## src/rtl/vst_access_ctrl.sv

```systemverilog
// rtl/vst_access_ctrl.sv - VST command sequencer arbitrating decision, BCP write-back and read requesters
module vst_access_ctrl #(
  parameter int VAR_NUM     = 8,
  parameter int VAR_NUM_LOG = 3,
  parameter int ROW_NUM     = 3,
  parameter int RD_MAX_WAIT = 4
) (
  input  logic                   clk,
  input  logic                   rst,
  input  logic                   dec_req,
  input  logic [1:0]             dec_addr,
  input  logic [VAR_NUM_LOG-1:0] dec_bit,
  output logic                   dec_gnt,
  input  logic                   bcp_req,
  input  logic [1:0]             bcp_addr,
  input  logic [VAR_NUM-1:0]     bcp_data,
  output logic                   bcp_gnt,
  input  logic                   rd_req,
  input  logic [1:0]             rd_addr,
  output logic                   rd_gnt,
  output logic                   rd_valid,
  output logic [VAR_NUM-1:0]     rd_data,
  output logic                   vst_en,
  output logic                   vst_write,
  output logic                   vst_bcp_write,
  output logic [2:0]             vst_address,
  output logic [VAR_NUM-1:0]     vst_in,
  output logic [VAR_NUM_LOG-1:0] rewrite_free_bit,
  input  logic [VAR_NUM-1:0]     vst_out,
  output logic                   addr_err
);

  localparam int WAIT_W = $clog2(RD_MAX_WAIT + 1);

  typedef enum logic [1:0] {IDLE, CMD_WR, CMD_RD, RD_CAP} state_t;

  state_t            state;
  logic [WAIT_W-1:0] wait_cnt;
  logic              rd_bad;

  logic arb_ok;
  logic rd_force;
  logic win_bcp;
  logic win_dec;
  logic win_rd;

  function automatic logic legal(input logic [1:0] a);
    return int'(a) < ROW_NUM;
  endfunction

  // A starved read overrides the fixed bcp > dec > rd order.
  assign arb_ok   = (state == IDLE) || (state == CMD_WR);
  assign rd_force = rd_req && (wait_cnt == WAIT_W'(RD_MAX_WAIT));
  assign win_bcp  = arb_ok && bcp_req && !rd_force;
  assign win_dec  = arb_ok && dec_req && !bcp_req && !rd_force;
  assign win_rd   = arb_ok && rd_req && (rd_force || (!bcp_req && !dec_req));

  always_ff @(posedge clk) begin
    if (!rst) begin
      state            <= IDLE;
      wait_cnt         <= '0;
      rd_bad           <= 1'b0;
      dec_gnt          <= 1'b0;
      bcp_gnt          <= 1'b0;
      rd_gnt           <= 1'b0;
      rd_valid         <= 1'b0;
      rd_data          <= '0;
      vst_en           <= 1'b0;
      vst_write        <= 1'b0;
      vst_bcp_write    <= 1'b0;
      vst_address      <= '0;
      vst_in           <= '0;
      rewrite_free_bit <= '0;
      addr_err         <= 1'b0;
    end else begin
      dec_gnt          <= 1'b0;
      bcp_gnt          <= 1'b0;
      rd_gnt           <= 1'b0;
      rd_valid         <= 1'b0;
      vst_en           <= 1'b0;
      vst_write        <= 1'b0;
      vst_bcp_write    <= 1'b0;
      vst_address      <= '0;
      vst_in           <= '0;
      rewrite_free_bit <= '0;

      case (state)
        IDLE, CMD_WR: begin
          if (win_bcp) begin
            bcp_gnt <= 1'b1;
            state   <= CMD_WR;
            if (legal(bcp_addr)) begin
              vst_en        <= 1'b1;
              vst_bcp_write <= 1'b1;
              vst_address   <= {1'b0, bcp_addr};
              vst_in        <= bcp_data;
            end else begin
              addr_err <= 1'b1;
            end
          end else if (win_dec) begin
            dec_gnt <= 1'b1;
            state   <= CMD_WR;
            if (legal(dec_addr)) begin
              vst_en           <= 1'b1;
              vst_write        <= 1'b1;
              vst_address      <= {1'b0, dec_addr};
              rewrite_free_bit <= dec_bit;
            end else begin
              addr_err <= 1'b1;
            end
          end else if (win_rd) begin
            rd_gnt <= 1'b1;
            state  <= CMD_RD;
            rd_bad <= !legal(rd_addr);
            if (legal(rd_addr)) begin
              vst_en      <= 1'b1;
              vst_address <= {1'b0, rd_addr};
            end else begin
              addr_err <= 1'b1;
            end
          end else begin
            state <= IDLE;
          end

          if (win_rd)
            wait_cnt <= '0;
          else if (rd_req && (wait_cnt != WAIT_W'(RD_MAX_WAIT)))
            wait_cnt <= wait_cnt + WAIT_W'(1);
        end
        CMD_RD: state <= RD_CAP;
        RD_CAP: begin
          // The VST only presents the row for one cycle, so it is captured here.
          rd_data  <= rd_bad ? '0 : vst_out;
          rd_valid <= 1'b1;
          state    <= IDLE;
        end
        default: state <= IDLE;
      endcase
    end
  end

endmodule

```

## config.mk

```make
export PLATFORM = sky130hd
export DESIGN_NAME = vst_access_ctrl
export DESIGN_NICKNAME = d
export VERILOG_FILES = /design/src/rtl/vst_access_ctrl.sv
export SDC_FILE = /design/constraint.sdc
export NUM_CORES = 1
export LEC_CHECK = 0
export ABC_AREA = 1
export BUFFER_PORTS_ARGS = -buffer_cell sky130_fd_sc_hd__buf_2
export CAP_MARGIN = 10
export CORE_ASPECT_RATIO = 1.5
export CORE_MARGIN = 10
export CORE_UTILIZATION = 31
export DETAILED_ROUTE_END_ITERATION = 8
export GPL_ROUTABILITY_DRIVEN = 0
export HOLD_SLACK_MARGIN = 0.02
export PLACE_DENSITY = 0.59
export SLEW_MARGIN = 10
export SYNTH_ARGS = -nofsm -noshare
export SYNTH_HDL_FRONTEND = slang
export SYNTH_SLANG_ARGS = --single-unit
```

## constraint.sdc

```tcl
create_clock -name clk -period 3.14 [get_ports clk]
set_input_delay 0.314 -clock clk [delete_from_list [all_inputs] [get_ports clk]]
set_output_delay 0.314 -clock clk [all_outputs]
set_load 0.05 [all_outputs]
```

==> results by group <==
Job
  – Max_cap viols: 0

STA
  – Final worst setup slack: 1840 ps
  – Tmin final: 1300 ps
  – Tcrit/Tclk final: 41.3%
  – Hold Fails Final Rpt: 0
  – Max Fclk: 771 MHz
  – Final setup fails: 0
  – Unrepaired setup endpoints after global routing: false
  – Pins over their slew limit: 0
  – Setup Skew: 5.19 ps
  – Final setup TNS: 0 ps

Hold path
  – Hold depth: 3
  – Hold Crit Class: in -> reg

Drt
  – Metal2 WL: 1790 microns
  – Via/cell ratio: 4.32
  – WL per Instance: 11.7 microns
  – DRT Pass-1 Iters: 4
  – Met1 WL: 1080 microns
  – Top sig layer: met4
  – Iter 0 DRT Violations: 59
  – ANT nets after route: 0
  – Routed WL: 3250 microns
  – # DRC: 0
  – Vias: 1,197
  – Met3 routed WL: 311 microns

Setup path
  – Cells along the critical path: inv_1 > ha_1 > nand3_2 > nand3_2 > nor2_2 > nand2_2 > nor2_1
  – Worst setup EP type: flop
  – Setup crit start kind: flop
  – Worst r2r path cells: 7
  – Critical Path Fanout Max: 10
  – Slowest-stage cell, CP: dfxtp_1
  – CP arrival: 1510 ps
  – Most used cell, CP: nand3_2
  – Kind of critical path: reg -> reg
  – Reg2reg setup slack: 1840 ps
  – CP required: 3350 ps
  – CP max stage delay: 350 ps

Floorplanning
  – Number of I/O pins: 60
  – Initial Util: 31.8%
  – Core Rows: 29
  – Die Height: 100 microns
  – Die width: 73.4 microns
  – Die ar.: 7340 sq um
  – Core area: 4170 sq um

Synth
  – Syn. warnings: 0
  – Syn Area/Cell: 7.93 sq um
  – Netlist Area Pre-Place: 1330 sq um
  – Netlist cell types: 24
  – Post-synthesis sequential area ratio: 52.9%
  – Mapped Nets: 199
  – Yosys reg bits: 35
  – Cells after Synth: 167

Final layout
  – P&R area growth vs syn: 32.9%
  – Share of layout cells above drive strength 1: 34.6%
  – Nets: 262
  – Fin area: 1760 sq um
  – ANT cells: 0

Clock network
  – Post-CTS sizing: 0
  – Cts hold-fix bufs: 0
  – Worst-path clk slew: 70 ps
  – Worst skew pair latency: 280 ps
  – # H-tree levels: 2
  – CTS Buf Count: 5
  – Postcts setup bufs: 0
  – Root Driver: clkbuf_8
  – CTS tree: done
  – Clock Tree Buf Depth: 2
  – CTS sink count: 35

Power and ir drop
  – PD cells: 544 nW/um^2
  – Leakage power: 0.999 nW
  – Power share of the clock group: 36.2%
  – Gate power share: 14.8%
  – Peak VDD IR: 333 uV
  – Sequential share of power: 49.0%
  – Total power: 0.957 mW
  – Sw frac: 26.7%
  – Sw Pwr: 0.256 mW
  – P_int: 0.701 mW

Global route
  – First-pass GRT wire length: 5340 microns
  – Gr usage total: 8.99%
  – Initial antenna violation count: 0
  – Vias in the first global route: 1,258
  – Grt total ovfl: 0
  – Largest net degree at the start of global routing: 15

Place
  – Pre-CTS setup slack: 1840 ps
  – DP HPWL: 2640 microns
  – IO buf count: 58
  – Placed cell area: 1660 sq um

Run status
  – Run status: finished clean
-- power groups by stage --
stage	Sequential (mW)	Combinational, mW	Clock (mW)
5_1_grt	0.470	0.155	0.382
3_3_place_gp	0.478	0.144	0
4_1_cts	0.468	0.144	0.362
2_1_floorplan	0.527	0.0503	0
6_report	0.468	0.142	0.346
3_5_place_dp	0.479	0.144	0
-- state kept, by name (all words and copies together) (netlist names) --
| signal | flops |
|---|---|
| rd_data | 8 |
| vst_in | 8 |
| rewrite_free_bit | 3 |
| wait_cnt | 3 |
| state | 2 |
| vst_address | 2 |
| addr_err | 1 |
| bcp_gnt | 1 |
| dec_gnt | 1 |
| rd_bad | 1 |
| rd_gnt | 1 |
| rd_valid | 1 |
| vst_bcp_write | 1 |
| vst_en | 1 |
| vst_write | 1 |
-- cell usage in the layout (no fill, tap or decap) --
| cell type | instances |
|---|---|
| inv_1 | 22 |
| o21ai_0 | 3 |
| nand2_2 | 2 |
| nand3_1 | 19 |
| nand4_1 | 2 |
| nand2_1 | 35 |
| clkinv_1 | 1 |
| clkbuf_1 | 1 |
| clkbuf_8 | 7 |
| nor2_1 | 21 |
| ha_1 | 2 |
| dfxtp_1 | 35 |
| nand2_4 | 2 |
| buf_2 | 58 |
| inv_4 | 1 |
| conb_1 | 1 |
| nor2_2 | 2 |
| or2_0 | 1 |
| nor2_4 | 2 |
| a21oi_1 | 5 |
| nor3_1 | 1 |
| o211ai_1 | 1 |
| nand3_2 | 2 |
| inv_2 | 4 |
| xor2_1 | 1 |
-- cells by family after synthesis --
family | synth area share [%]
AO/OA/AOI/OAI | 3.59
XOR/XNOR | 0.661
adder cells (fa/ha/maj) | 1.89
buffers and inverters | 9.06
flip-flops | 52.9
other | 0.283
AND/OR/NAND/NOR | 31.6
-- critical path, delay by kind of cell, from the launching register on --
family,cells,cell delay (ps)
fa+ha+maj,1,220
buf+inv,1,70
flops,1,350
simple gates,5,590
-- through the flow --
stage / instances / utilization (%) / hold slack, ps
after global routing: 277 / 42.2 / 231
after global placement: 269 / 39.8 / 428
final: 277 / 42.2 / 244
after detailed placement: 269 / 39.8 / 431
after floorplan: 167 / - / 426
after CTS: 277 / 42.2 / 233
-- final timing paths --
| path | startpoint | end |
|---|---|---|
| max reg2reg | wait_cnt[0] | vst_in[5] |
| min | dec_bit[1] | rewrite_free_bit[1] |
| min reg2reg | addr_err | addr_err |
| max | wait_cnt[0] | vst_in[5] |
-- synth_stat cells --
cell type	instances	area share, %
xor2_1	1	0.66
nor2_2	2	0.94
inv_4	1	0.47
nor3_1	1	0.38
nand2_2	2	0.94
o21ai_0	3	1.1
nand4_1	2	0.94
buf_4	1	0.57
conb_1	1	0.28
nand2_1	35	9.9
nor2_1	21	5.9
inv_1	22	6.2
nand2_4	2	1.7
dfxtp_1	35	53
nand3_1	19	7.2
ha_1	2	1.9
o211ai_1	1	0.57
clkinv_1	1	0.28
nand3_2	2	1.5
or2_0	1	0.47
buf_2	1	0.38
inv_2	4	1.1
a21oi_1	5	1.9
nor2_4	2	1.7
-- cell type report --
| cell class | instances | area, sq um |
|---|---|---|
| Fill cell | 436 | 2410 |
| Sequential cell | 35 | 701 |
| Multi-Input combinational cell | 102 | 504 |
| Timing Repair Buffer | 58 | 290 |
| Inverter | 28 | 108 |
| Clock buffer | 8 | 100 |
| Tap cell | 46 | 57.6 |
-- layer usage --
metal  up-vias  global-route usage, %
li1        635                      -
met4         0                   3.88
met3         5                   4.44
met1       521                   7.56
met5         -                      0
met2        36                   16.9
(Power assumes the default switching activity.)
